### config.mk
export PLATFORM = sky130hd
export DESIGN_NAME = led_status_ctrl
export DESIGN_NICKNAME = d
export VERILOG_FILES = /design/src/rtl/led_status_ctrl.sv
export SDC_FILE = /design/constraint.sdc
export NUM_CORES = 1
export LEC_CHECK = 0
export BUFFER_PORTS_ARGS = -buffer_cell sky130_fd_sc_hd__buf_2
export CAP_MARGIN = 20
export CELL_PAD_IN_SITES_DETAIL_PLACEMENT = 1
export CELL_PAD_IN_SITES_GLOBAL_PLACEMENT = 2
export CORE_MARGIN = 1.5
export CORE_UTILIZATION = 30
export DETAILED_ROUTE_END_ITERATION = 8
export PLACE_DENSITY = 0.66
export SLEW_MARGIN = 20
export SYNTH_ARGS = -nofsm -noshare
export SYNTH_HDL_FRONTEND = slang
export SYNTH_SLANG_ARGS = --single-unit
### constraint.sdc
create_clock -name clk -period 3 [get_ports clk]
set_input_delay 0.45 -clock clk [delete_from_list [all_inputs] [get_ports clk]]
set_output_delay 0.45 -clock clk [all_outputs]
set_load 0.05 [all_outputs]
### src/rtl/led_status_ctrl.sv
// Status-LED output stage: off / solid / glow passthrough / blink-code sequencer.
// Optional macro LED_CODE_REPEAT_EN: blink code repeats forever instead of playing once.
module led_status_ctrl #(
    parameter logic [23:0] TICK_DIV  = 24'd2700000,
    parameter logic [7:0]  ON_TICKS  = 8'd4,
    parameter logic [7:0]  OFF_TICKS = 8'd4,
    parameter logic [7:0]  GAP_TICKS = 8'd16
) (
    input  logic       clk,
    input  logic       reset,
    input  logic       glow_in,
    input  logic [1:0] mode,
    input  logic [3:0] code,
    output logic       led,
    output logic       busy
);

    typedef enum logic [2:0] {
        S_IDLE,
        S_ON,
        S_OFF,
        S_GAP,
        S_DONE
    } state_t;

    state_t      state;
    state_t      state_nxt;
    logic [23:0] presc;
    logic [7:0]  tick_cnt;
    logic [7:0]  tick_lim;
    logic [3:0]  blink_cnt;
    logic [3:0]  code_lat;
    logic        blink_mode;
    logic        tick;
    logic        phase_done;
    logic        restart;
    logic        led_nxt;

    assign blink_mode = (mode == 2'd3);
    assign tick       = (presc == TICK_DIV - 24'd1);
    assign phase_done = tick && (tick_cnt == tick_lim);

    always_comb begin
        tick_lim = 8'd0;
        case (state)
            S_ON:    tick_lim = ON_TICKS - 8'd1;
            S_OFF:   tick_lim = OFF_TICKS - 8'd1;
            S_GAP:   tick_lim = GAP_TICKS - 8'd1;
            default: tick_lim = 8'd0;
        endcase
    end

    always_ff @(posedge clk or posedge reset) begin
        if (reset) state <= S_IDLE;
        else       state <= state_nxt;
    end

    always_comb begin
        state_nxt = state;
        if (!blink_mode) begin
            state_nxt = S_IDLE;
        end else begin
            case (state)
                S_IDLE: state_nxt = (code != 4'd0) ? S_ON : S_GAP;
                S_ON: begin
                    if (phase_done)
                        state_nxt = (blink_cnt + 4'd1 == code_lat) ? S_GAP : S_OFF;
                end
                S_OFF: begin
                    if (phase_done) state_nxt = S_ON;
                end
                S_GAP: begin
`ifdef LED_CODE_REPEAT_EN
                    if (phase_done) state_nxt = S_IDLE;
`else
                    if (phase_done) state_nxt = S_DONE;
`endif
                end
                S_DONE: begin
                    if (code != code_lat) state_nxt = S_IDLE;
                end
                default: state_nxt = S_IDLE;
            endcase
        end
    end

    // Timing restarts from zero on every state entry and stays parked outside ON/OFF/GAP.
    assign restart = !blink_mode || (state_nxt != state) ||
                     (state == S_IDLE) || (state == S_DONE);

    always_ff @(posedge clk or posedge reset) begin
        if (reset) begin
            presc    <= 24'd0;
            tick_cnt <= 8'd0;
        end else if (restart) begin
            presc    <= 24'd0;
            tick_cnt <= 8'd0;
        end else if (tick) begin
            presc    <= 24'd0;
            tick_cnt <= tick_cnt + 8'd1;
        end else begin
            presc    <= presc + 24'd1;
        end
    end

    always_ff @(posedge clk or posedge reset) begin
        if (reset) begin
            blink_cnt <= 4'd0;
            code_lat  <= 4'd0;
        end else begin
            if (state == S_IDLE) code_lat <= code;
            if (!blink_mode || state == S_IDLE)
                blink_cnt <= 4'd0;
            else if (state == S_ON && phase_done)
                blink_cnt <= blink_cnt + 4'd1;
        end
    end

    always_comb begin
        busy    = (state == S_ON) || (state == S_OFF) || (state == S_GAP);
        led_nxt = 1'b0;
        case (mode)
            2'd0:    led_nxt = 1'b0;
            2'd1:    led_nxt = 1'b1;
            2'd2:    led_nxt = glow_in;
            default: led_nxt = (state == S_ON);
        endcase
    end

    always_ff @(posedge clk or posedge reset) begin
        if (reset) led <= 1'b0;
        else       led <= led_nxt;
    end

endmodule
## Word level (Yosys, flattened, before mapping)

Cells that the tools add are included.

- $add $sub $neg: 3
- Equality and inequality tests: 12
- Muxes and demuxes: 16
- Reduce and logical (&&, ||, !) cells: 15

Operator list:

| operator | number |
|---|---|
| $mux 24 | 2 |
| $add 24x1->24 const B | 1 |
| $eq 24x22->1 const B | 1 |
| $mux 8 | 2 |
| $mux 3 | 5 |
| $pmux 3 s5 | 1 |
| $add 8x1->8 const B | 1 |
| $eq 8x8->1 | 1 |
| $mux 4 | 2 |
| $pmux 4 s2 | 1 |
| $eq 3x2->1 const B | 2 |
| $logic_or 1x1->1 | 6 |
| $add 4x1->4 const B | 1 |
| $eq 2x2->1 const B | 2 |
| $eq 4x4->1 | 1 |
| $ne 4x4->1 | 1 |
| $reduce_bool 2->1 | 2 |
| $reduce_bool 4->1 | 1 |
| $eq 3x1->1 const B | 1 |
| $eq 3x3->1 const B | 1 |
| $logic_not 3->1 | 1 |
| $ne 3x3->1 | 1 |
| $pmux 1 s3 | 1 |
| $eq 2x1->1 const B | 1 |
| 6 further kinds | 7 |

- Bits in registers: 44
- Input bits: 9
- Output and inout port bits: 2
- Logic and storage cells: 52

## Depth between registers and ports, before layout

Gate-level depths: netlist of run 1.

- Word-level depth: 13
- Gate-level depth with buffers: 8
- Mapped depth without buffers: 6

## Worst setup path after synthesis of run 1

Ideal clock, no wire load.

- Kind: flip-flop to flip-flop
- From: register presc[14]
- To: register blink_cnt[3]
- Setup time: 0.119 ns
- Data arrival time: 2.180 ns
- Required time: 2.881 ns
- Path slack: 0.701 ns
- Stages on the path, launching flop included: 7
- Buffers on the path: 1
- Clock period less this slack: 2.299 ns
- Cell sequence: dfrtp_1 -> or4b_4 -> nor3_4 -> or4b_1 -> buf_2 -> o31a_1 -> o21ba_1

- Longest elaborated chain between the ends: 4

Ends and longest elaborated chain:

| what | line | text |
|---|---|---|
| from (decl) | 28 | `logic [23:0] presc;` |
| from (signal assigned) | 102 | `presc <= presc + 24'd1;` |
| $eq 24x22->1 | 40 | `assign tick = (presc == TICK_DIV - 24'd1);` |
| $logic_and 1x1->1 | 41 | `assign phase_done = tick && (tick_cnt == tick_lim);` |
| $logic_and 1x1->1 | 114 | `else if (state == S_ON && phase_done)` |
| $reduce_bool 2->1 (no source line) | n/a |  |
| to (signal assigned) | 115 | `blink_cnt <= blink_cnt + 4'd1;` |
| to (decl) | 31 | `logic [3:0] blink_cnt;` |

No other way between the ends.
A chain may end at the register's enable or synchronous reset.

## Worst setup path after layout of run 1

- From: register tick_cnt[4]
- To: register presc[20]

- Longest elaborated chain between the ends: 10
- Elaborated cells between the ends (all ways): 12
- Those cells by class: 2 x eq/ne; 6 x mux; 4 x reduce/logical

Ends and longest elaborated chain:

| what | line | text |
|---|---|---|
| from (decl) | 29 | `logic [7:0] tick_cnt;` |
| from (signal assigned) | 100 | `tick_cnt <= tick_cnt + 8'd1;` |
| $eq 8x8->1 (*) | 41 |  |
| $logic_and 1x1->1 (*) | 41 |  |
| $mux 3 (on tied branches) | 76, 66, 70 |  |
| $pmux 3 s5 (*) | 63 | `case (state)` |
| $mux 3 (*) | 60 | `if (!blink_mode) begin` |
| $ne 3x3->1 (*) | 88 | `assign restart = !blink_mode \|\| (state_nxt != state) \|\|` |
| $logic_or 1x1->1 (*) (2 in series) | 88 |  |
| $logic_or 1x1->1 (*) | 89 | `(state == S_IDLE) \|\| (state == S_DONE);` |
| $mux 24 (*) | 95 | `end else if (restart) begin` |

Every way passes the cells marked *; elsewhere a longest branch is shown, timed or not.

==> out/qor.txt, run 1 <==
Outcome: finished, final reports clean
Area grow syn2layout: 10.2%
Vias: 1897
RSZ-0062 raised after global routing: no
DR iter-0 viols: 53
Syn avg cell area: 9.58 um^2
Grt ovf: 0
Final slew viol count: 0
DRC violations left: 0
Setup violations, final: 0
Achievable frequency: 0.398 GHz
Crit path kind: flip-flop to flip-flop
ANT cells: 0
Post-route ant nets: 0
Root Driver: clkbuf_8
Int Pwr: 0.816 mW
Largest net degree at the start of global routing: 45
# clock sinks: 44
Initial antenna violation count: 0
# IOs: 11
Drt first pass iters: 4
Yosys warning count: 0
Fin nets: 281
Critical Path Sink Type: flip-flop
Final hold violation count: 0
Sw Pwr: 0.272 mW
TritonCTS clock tree: done
Worst setup SP type: flip-flop
CTS resizes: 0
Setup TNS: 0 ns
Total track usage: 0.146
Most Crowded Layer GR: met2
Clk network pwr share: 0.369
P per Cell Area: 403 nW/um^2
Post-synthesis cell count: 256
CP Cell Sequence: or4_1 > nand4b_1 > or4b_1 > o21ai_4 > buf_4 > nor2_1
Measured slew at the worst slew-check pin: 0.787 ns
WL/cell: 15.5 um
Vias per std cell: 5.10
Met2 usage: 0.229
Layout Skew: 0.00310 ns
FP Rows: 32
Sequential fraction of the synthesis area: 0.449
CTS max path bufs: 2
Layout filler cell count: 935
Vias in the first global route: 1860
Post-Route WL: 5750 um
Setup ws final: 0.485 ns
Switching portion of total power: 0.250
Crit path max fanout: 18
Share of post-route cells with drive strength above 1: 0.126
Clock Latency Late Sink: 0.30 ns
Post-Syn Area: 2450 um^2
GR Layer Usage met1: 0.203
Max Cap Viol: 0
Tcrit/Tclk final: 0.838
Slowest CP cell: or4b_1
Crit path largest cell delay: 0.66 ns
Final Wtd Congestion: 0.752
Leak Pwr: 1.08 nW
Tmin final: 2.52 ns
Crit path max-delay family: simple AND/OR/NAND/NOR gates
Critical path data required time: 3.18 ns
Core ar.: 7810 um^2
Critical path buffers and inverters: 1
Dpl hpwl: 4050 um
Post-synthesis register bit count: 44
GR Layer Usage met3: 0.0268
Total CTS buffers: 5
Worst rel slew slack: 0.474
Setup Buffers After CTS: 0
Clk slew on worst S/H paths: 0.08 ns
Critical Path AT: 2.70 ns
Chip Height: 93.4 um
First-pass GRT wire length: 9790 um
IO buf count: 10
Die area: 8730 um^2
Gate power share: 0.071
Worst min-delay path class: primary input to async pin
Die Wd: 93.4 um
Sequential share of power: 0.560
Post-synth net total: 268
# H-tree levels: 2
Pre-CTS setup slack: 0.492 ns
Synth cell types: 44
CTS Hold Buffers Added: 0
Starting Density: 0.314
Peak supply drop: 124 uV
## synth_stat cells, drive strengths merged
cell	n	share of area
a21boi	1	0.0031
a21oi	8	0.016
a31o	1	0.0036
a31oi	1	0.0026
and2	4	0.011
and3	7	0.018
and4	4	0.015
buf	4	0.014
clkbuf	4	0.0061
dfrtp	44	0.45
ha	3	0.015
inv	6	0.0092
mux2	4	0.018
mux2i	2	0.0082
nand2	15	0.023
nand3	14	0.029
nand3b	1	0.0031
nand4	14	0.036
nand4b	4	0.014
nor2	37	0.058
nor2b	2	0.0051
nor3	11	0.027
nor4	5	0.013
nor4b	1	0.0036
o211ai	1	0.0031
o21ai	6	0.017
o21ba	1	0.0041
o21bai	1	0.0031
o31a	1	0.0036
o31ai	3	0.0092
or2	1	0.0026
or3	4	0.010
or4	4	0.012
or4b	2	0.0097
xnor2	19	0.068
xor2	16	0.057
## worst paths after layout
path / startpoint / end / slack (ns) / depth (start not counted)
worst max-delay path: tick_cnt[4]$_DFFE_PP0P_ / presc[20]$_DFF_PP0_ / 0.48 / 6
worst min-delay path: reset / presc[13]$_DFF_PP0_ / 0.25 / 2
worst max register to register: tick_cnt[4]$_DFFE_PP0P_ / presc[20]$_DFF_PP0_ / 0.48 / 6
worst min register to register: presc[0]$_DFF_PP0_ / presc[0]$_DFF_PP0_ / 0.51 / 1
max in group asynchronous: reset / tick_cnt[1]$_DFFE_PP0P_ / 2.26 / 2
min in group clk: mode[0] / led$_DFF_PP0_ / 0.36 / 2
## per-layer routing
metal | part of all wire | wire length (um)
met5 | 0 | 0
met4 | 0.013 | 77
met3 | 0.019 | 108
met2 | 0.46 | 2640
met1 | 0.51 | 2920
## cells by family (layout without fill, tap and decap cells)
family	after synthesis	count (layout)	synth area share
simple gates	130	130	0.289
flops	44	44	0.449
xor+xnor	35	35	0.125
compound gates	24	24	0.0653
buf+inv	14	28	0.0296
mux	6	6	0.0265
fa+ha+maj	3	3	0.0153
## layout by cell type, fill, tap and decap left out, types with 7 or more instances in the layout
| cell type | Yosys | layout |
|---|---|---|
| nor2_1 | 36 | 36 |
| nand3_1 | 14 | 14 |
| xor2_1 | 16 | 16 |
| nor3_1 | 10 | 10 |
| and3_1 | 7 | 7 |
| nand2_1 | 15 | 15 |
| a21oi_1 | 8 | 8 |
| buf_2 | 1 | 10 |
| nand4_1 | 14 | 14 |
| dfrtp_1 | 44 | 44 |
| xnor2_1 | 19 | 19 |
## layout make-up
cell class                      instances  area, um^2  share of cell area
Clock buffer                            8        90.1              0.0333
Inverter                                6        23.8             0.00880
Multi-Input combinational cell        198        1280               0.473
Sequential cell                        44        1100               0.408
Tap cell                              102         128              0.0472
Timing Repair Buffer                   14        80.1              0.0296
## power groups by stage
stage | registers, mW | clock network (mW) | logic, mW
2_1_floorplan | 0.623 | 0 | 0.0521
3_3_place_gp | 0.621 | 0 | 0.0796
3_5_place_dp | 0.621 | 0 | 0.0794
4_1_cts | 0.610 | 0.417 | 0.0796
5_1_grt | 0.611 | 0.439 | 0.0879
6_report | 0.609 | 0.402 | 0.0774
## state kept, by name (all words and copies together) (netlist names)
register / cells
code_lat: 4
presc: 24
tick_cnt: 8
blink_cnt: 4
state: 3
led: 1
## per-stage QoR
step	hold slack, ns	util	power [mW]	instances	area, um^2
6_report	0.253	0.346	1.09	372	2700
4_1_cts	0.353	0.346	1.11	372	2700
3_5_place_dp	0.491	0.334	0.701	364	2610
2_1_floorplan	0.448	-	0.675	256	2450
3_3_place_gp	0.462	0.334	0.701	364	2610
5_1_grt	0.325	0.346	1.14	372	2700
(Power assumes the default switching activity.)
==> run 2: changes to the inputs <==
--- a/config.mk
+++ b/config.mk
@@ -5,6 +5,7 @@
 export SDC_FILE = /design/constraint.sdc
 export NUM_CORES = 1
 export LEC_CHECK = 0
+export ABC_AREA = 1
 export BUFFER_PORTS_ARGS = -buffer_cell sky130_fd_sc_hd__buf_2
 export CAP_MARGIN = 20
 export CELL_PAD_IN_SITES_DETAIL_PLACEMENT = 1
@@ -12,7 +13,7 @@
 export CORE_MARGIN = 1.5
 export CORE_UTILIZATION = 30
 export DETAILED_ROUTE_END_ITERATION = 8
-export PLACE_DENSITY = 0.66
+export PLACE_DENSITY = 0.68
 export SLEW_MARGIN = 20
 export SYNTH_ARGS = -nofsm -noshare
 export SYNTH_HDL_FRONTEND = slang
==> constraint.sdc (replaced) <==
create_clock -name clk -period 2.56 [get_ports clk]
set_input_delay 0.384 -clock clk [delete_from_list [all_inputs] [get_ports clk]]
set_output_delay 0.384 -clock clk [all_outputs]
set_load 0.05 [all_outputs]
==> run 2 against run 1 <==
  * Synthesized cell count is 41% higher
  * Non-clock buffer count up 4
  * Flip-flop and latch count unchanged
  * Die area increased by 20%
  * Critical path type unchanged
  * Largest cell class unchanged
  * Largest power group unchanged
  * Highest routed layer unchanged
==> out/qor.txt, run 2 <==
Ranking of synthesized cells by area: dfrtp_1 (37%), nor2_4 (13%), nand2_1 (8.9%), inv_1 (6.5%), xor2_1 (5.6%)
# clock sinks: 44
Int Pwr: 1.03 mW
Setup violations, final: 0
Total track usage: 0.158
R2r worst-path depth: 11
Achievable frequency: 0.453 GHz
GR Layer Usage met3: 0.0308
Pre-CTS setup slack: 0.295 ns
Critical path buffers and inverters: 1
Number of flops mapped to enable cells by yosys: 0
FP Rows: 36
Multi-input gate area: 1580 um^2
Crit path kind: flip-flop to flip-flop
Outcome: finished, final reports clean
Post-synth net total: 373
# H-tree levels: 2
First-pass GRT wire length: 12600 um
Peak supply drop: 173 uV
Largest family of logic cells by synthesized area: simple AND/OR/NAND/NOR gates
Max Cap Viol: 0
Crit path max-delay family: simple AND/OR/NAND/NOR gates
Setup ws final: 0.353 ns
Setup Buffers After CTS: 0
Core ar.: 9640 um^2
Reg area: 1100 um^2
Chip Height: 102 um
Initial antenna violation count: 0
CTS Hold Buffers Added: 0
Leading area contributor after synthesis: dfrtp_1
Post-Route WL: 7000 um
Critical path data required time: 2.76 ns
Grt ovf: 0
ANT cells: 0
Dpl hpwl: 5620 um
Post-synth ARST share: 1.00
Most Crowded Layer GR: met2
Reg2Reg Capture Point: presc[2]$_DFF_PP0_
Reg2reg setup slack: 0.35 ns
Root Driver: clkbuf_8
Critical Path AT: 2.40 ns
Leak Pwr: 1.37 nW
Clk network pwr share: 0.406
Top reg by flops: presc
GR Layer Usage met1: 0.208
IO buf count: 10
Total chip power: 1.37 mW
Fin cells: 516
Layout filler cell count: 1223
Fin nets: 394
Vias in the first global route: 2561
Post-Syn Area: 2950 um^2
Sequential fraction of the synthesis area: 0.373
Vias per std cell: 4.43
Share of post-route cells with drive strength above 1: 0.219
Tmin final: 2.21 ns
Clk slew on worst S/H paths: 0.09 ns
Commonest non-fill, non-tap cell in the layout: nand2_1
Synth top area share: 0.373
Worst setup SP type: flip-flop
Core Util, Final: 0.342
Launching point of the worst reg2reg path: presc[0]$_DFF_PP0_
Final hold violation count: 0
Biggest regs: presc: 24 flops, tick_cnt: 8 flops
Placed instance area: 3180 um^2
Gate power share: 0.076
WL/cell: 13.6 um
CP Cell Sequence: ha_1 > nand2_2 > nor2_4 > nand3_2 > nor2_4 > nand2_2 > o21ai_1 > nor2_1 > nand3_4 > buf_4 > nor2_4
Worst rel slew slack: 0.726
Max reg flops: 24
Largest net degree at the start of global routing: 18
Crit path max fanout: 10
Starting Density: 0.306
Tcrit/Tclk final: 0.862
Post-synthesis cell count: 361
Clock Latency Late Sink: 0.32 ns
Area grow syn2layout: 11.7%
Post-synthesis register bit count: 44
Sw Pwr: 0.347 mW
Simple logic cell fraction of the synthesized area: 0.416
DR iter-0 viols: 32
CTS resizes: 0
Measured slew at the worst slew-check pin: 0.408 ns
Met2 usage: 0.265
# IOs: 11
Crit path largest cell delay: 0.36 ns
Post-route cell area: 3300 um^2
Sequential share of power: 0.518
Mux cell area share after synthesis: 0.00339
Adder-cell share of the synthesized area: 0.0127
Layout Skew: 0.0135 ns
P per Cell Area: 417 nW/um^2
Yosys warning count: 0
Syn avg cell area: 8.18 um^2
RSZ-0062 raised after global routing: no
Die area: 10400 um^2
Count leader, synth: nand2_1
Setup TNS: 0 ns
Slowest CP cell: dfrtp_1
Switching portion of total power: 0.253
Post-route ant nets: 0
Critical Path Sink Type: flip-flop
Die Wd: 102 um
DRC violations left: 0
Synth top cells by count: nand2_1 (70), inv_1 (51), dfrtp_1 (44), nor2_1 (35), nor2_4 (33)
CTS max path bufs: 2
DP Cell Count: 508
Drt first pass iters: 4
Final slew viol count: 0
Final Wtd Congestion: 0.797
Compound-Gate Fraction of Synth Area: 0.0284
Post-Synth XOR/XNOR Area: 0.0742
Worst min-delay path class: primary input to async pin
TritonCTS clock tree: done
Crit-path most repeated cell: nor2_4
Commonest cells after routing, fill and taps aside: nand2_1 (70), inv_1 (50), dfrtp_1 (44)
Min Hold Slack: 0.0401 ns
Synth cell types: 29
Vias: 2285
Synth Flop Type: dfrtp_1
Total CTS buffers: 5
[run 2: cell types whose count changed in the layout (fill, tap and decap cells not counted), moves of 5 or more]
cell / before / now
and3_1: 7 / 0
inv_1: 5 / 50
nand2_1: 15 / 70
nand2_2: 0 / 7
nand3_1: 14 / 27
nand4_1: 14 / 9
nor2_4: 0 / 33
or2_2: 1 / 6
xnor2_1: 19 / 6
[run 2: power by group through the flow]
stage	Sequential (mW)	Combinational (mW)	Clock, mW
floorplan	0.729	0.0722	0
global placement	0.726	0.106	0
detailed placement	0.726	0.107	0
CTS	0.712	0.108	0.587
global route	0.714	0.119	0.611
finish	0.712	0.104	0.558
[run 2: cells by family after synthesis]
kind of cell               after synthesis
and+or+nand+nor                        214
buffers and inverters                   58
DFF                                     44
xor gates and xnor gates                25
AOI/OAI and AO/OA                       16
adders and majority gates                3
muxes                                    1
[run 2: how the worst max path moves through the flow]
| stage | from | slack [ns] | depth (start not counted) | to |
|---|---|---|---|---|
| after global routing | presc[1]$_DFF_PP0_ | 0.08 | 11 | presc[2]$_DFF_PP0_ |
| after global placement | presc[1]$_DFF_PP0_ | 0.33 | 11 | presc[2]$_DFF_PP0_ |
| after detailed placement | presc[0]$_DFF_PP0_ | 0.30 | 11 | presc[2]$_DFF_PP0_ |
| after CTS | presc[0]$_DFF_PP0_ | 0.28 | 11 | presc[2]$_DFF_PP0_ |
| after floorplan | presc[0]$_DFF_PP0_ | 0.75 | 13 | tick_cnt[0]$_DFFE_PP0P_ |
| final | presc[0]$_DFF_PP0_ | 0.35 | 11 | presc[2]$_DFF_PP0_ |
[run 2: worst register-to-register path, delay by kind of cell (launching register included)]
family / cells / cell delay, ns
compound gates: 1 / 0.18
buf+inv: 1 / 0.26
fa+ha+maj: 1 / 0.23
flops: 1 / 0.36
simple gates: 8 / 1.07
[run 2: area by class of cell]
class,instances,share of cell area
Clock inverter,3,0.0129
Multi-Input combinational cell,259,0.479
Inverter,54,0.0615
Timing Repair Buffer,18,0.0410
Tap cell,133,0.0505
Sequential cell,44,0.334
Clock buffer,5,0.0209
[run 2: routing by layer]
layer | vias up | wire [um]
li1 | 1171 | -
met2 | 14 | 3390
met4 | 0 | 80
met3 | 7 | 125
met5 | - | 0
met1 | 1093 | 3400
==> run 3: changes to the inputs <==
--- a/config.mk
+++ b/config.mk
@@ -6,14 +6,15 @@
 export NUM_CORES = 1
 export LEC_CHECK = 0
 export ABC_AREA = 1
-export BUFFER_PORTS_ARGS = -buffer_cell sky130_fd_sc_hd__buf_2
 export CAP_MARGIN = 20
 export CELL_PAD_IN_SITES_DETAIL_PLACEMENT = 1
 export CELL_PAD_IN_SITES_GLOBAL_PLACEMENT = 2
 export CORE_MARGIN = 1.5
 export CORE_UTILIZATION = 30
 export DETAILED_ROUTE_END_ITERATION = 8
-export PLACE_DENSITY = 0.68
+export DONT_BUFFER_PORTS = 1
+export PLACE_DENSITY = 0.67
+export REMOVE_ABC_BUFFERS = 1
 export SLEW_MARGIN = 20
 export SYNTH_ARGS = -nofsm -noshare
 export SYNTH_HDL_FRONTEND = slang
==> run 3 against run 2 <==
  * Clock-buffer cell count unchanged
  * Cell count fell by 1.9%
  * Core utilization decreased by 0.23 points
  * Fmax rose by 0.42%
  * Global-route usage fell by 0.39 points
  * Combinational power is 12% lower
  * Sequential share of layout area increased by 0.23 points
  * Non-clock buffer count fell by 9
  * Critical path type unchanged
==> out/qor.txt, run 3 (synthesized netlist as in run 2, its figures left out) <==
Outcome: finished, final reports clean
Biggest regs: presc: 24 flops, tick_cnt: 8 flops
GR Layer Usage met3: 0.0287
Commonest cells after routing, fill and taps aside: nand2_1 (70), inv_1 (50), dfrtp_1 (44)
Total CTS buffers: 5
Setup TNS: 0 ns
Worst min-delay path class: primary input to flip-flop
Vias per std cell: 4.40
R2r worst-path depth: 13
Total track usage: 0.154
GR Layer Usage met1: 0.222
Launching point of the worst reg2reg path: presc[1]$_DFF_PP0_
Setup violations, final: 0
Worst Min Path Start: code[1]
Met2 usage: 0.232
Post-Route WL: 7140 um
Critical path data required time: 2.77 ns
Peak supply drop: 147 uV
# clock sinks: 44
Share of post-route cells with drive strength above 1: 0.196
Critical Path Sink Type: flip-flop
P per Cell Area: 445 nW/um^2
Critical path buffers and inverters: 1
Area grow syn2layout: 10.9%
Crit path kind: flip-flop to flip-flop
Worst setup SP type: flip-flop
Vias: 2225
Most Crowded Layer GR: met2
DP Cell Count: 498
Layout filler cell count: 1185
Vias in the first global route: 2371
Reg2reg setup slack: 0.36 ns
# H-tree levels: 2
Max Cap Viol: 0
Measured slew at the worst slew-check pin: 0.474 ns
Tcrit/Tclk final: 0.858
Chip Height: 102 um
Drt first pass iters: 4
Starting Density: 0.306
Core ar.: 9640 um^2
Top reg by flops: presc
Clock Latency Late Sink: 0.31 ns
# IOs: 11
DR iter-0 viols: 75
TritonCTS clock tree: done
Setup Buffers After CTS: 0
Leak Pwr: 1.34 nW
Achievable frequency: 0.455 GHz
Crit path max fanout: 14
Dpl hpwl: 5440 um
Die Wd: 102 um
DRC violations left: 0
Critical Path AT: 2.40 ns
Final Wtd Congestion: 0.788
Commonest non-fill, non-tap cell in the layout: nand2_1
Post-route ant nets: 0
Crit path largest cell delay: 0.36 ns
Final hold violation count: 0
Fin nets: 385
RSZ-0062 raised after global routing: no
Crit path max-delay family: simple AND/OR/NAND/NOR gates
Root Driver: clkbuf_8
Critical Path Start: presc[1]$_DFF_PP0_
Worst rel slew slack: 0.681
ANT cells: 0
FP Rows: 36
IO buf count: 0
Slowest CP cell: dfrtp_1
CTS max path bufs: 2
Max reg flops: 24
Grt ovf: 0
Largest net degree at the start of global routing: 35
Fin cells: 506
WL/cell: 14.1 um
Min-Delay Path Depth: 2
Initial antenna violation count: 0
Worst hold endpoint: code_lat[1]$_DFFE_PP0P_
Crit-path most repeated cell: nand2_2
Clk slew on worst S/H paths: 0.09 ns
CP Cell Sequence: ha_1 > nand2_2 > nor2_4 > nand3_2 > nor2_4 > nand2_2 > nand2_1 > nand3_2 > nand2_2 > nand2_2 > nand3_4 > buf_12 > nor2_1
Die area: 10400 um^2
First-pass GRT wire length: 12200 um
Tmin final: 2.20 ns
Layout Skew: 0.00831 ns
Final slew viol count: 0
Reg2Reg Capture Point: tick_cnt[7]$_DFFE_PP0P_
## run 3: timing repair
action                                 in CTS  in global routing
endpoints found under the hold margin      10                  0
hold buffers                                1                  0
gates resized for setup                     0                  0
## run 3: power breakdown
part | switching [mW] | internal (mW)
clock network | 0.262 | 0.385
registers | 0.0134 | 0.703
logic | 0.0636 | 0.0281
## run 3: per-stage QoR
step	util	area [um^2]	hold slack, ns	setup WS, ns	power [mW]
after CTS	0.340	3270	0.223	0.326	1.49
after global placement	0.325	3130	0.215	0.387	0.823
after global routing	0.340	3270	0.237	0.182	1.53
after detailed placement	0.325	3130	0.216	0.339	0.824
after floorplan	-	2880	0.463	0.297	0.795
final	0.340	3270	0.242	0.362	1.46
## run 3: final cells by class
class | count | area (um^2) | share of cell area
Inverter | 54 | 203 | 0.0619
Multi-Input combinational cell | 259 | 1580 | 0.482
Clock inverter | 2 | 60.1 | 0.0183
Timing Repair Buffer | 9 | 95.1 | 0.0291
Clock buffer | 5 | 68.8 | 0.0210
Tap cell | 133 | 166 | 0.0508
Sequential cell | 44 | 1100 | 0.336
## run 3: per-layer routing
metal,share of wire,routed length [um]
met1,0.52,3690
met2,0.45,3180
met3,0.019,133
met4,0.018,131
met5,0,0
## run 3: worst max-delay path by stage
stage | to | slack (ns) | depth (start not counted)
after floorplan | presc[23]$_DFF_PP0_ | 0.30 | 11
after global placement | presc[16]$_DFF_PP0_ | 0.39 | 9
after detailed placement | tick_cnt[7]$_DFFE_PP0P_ | 0.34 | 13
after CTS | tick_cnt[7]$_DFFE_PP0P_ | 0.33 | 13
after global routing | tick_cnt[7]$_DFFE_PP0P_ | 0.18 | 13
final | tick_cnt[7]$_DFFE_PP0P_ | 0.36 | 13
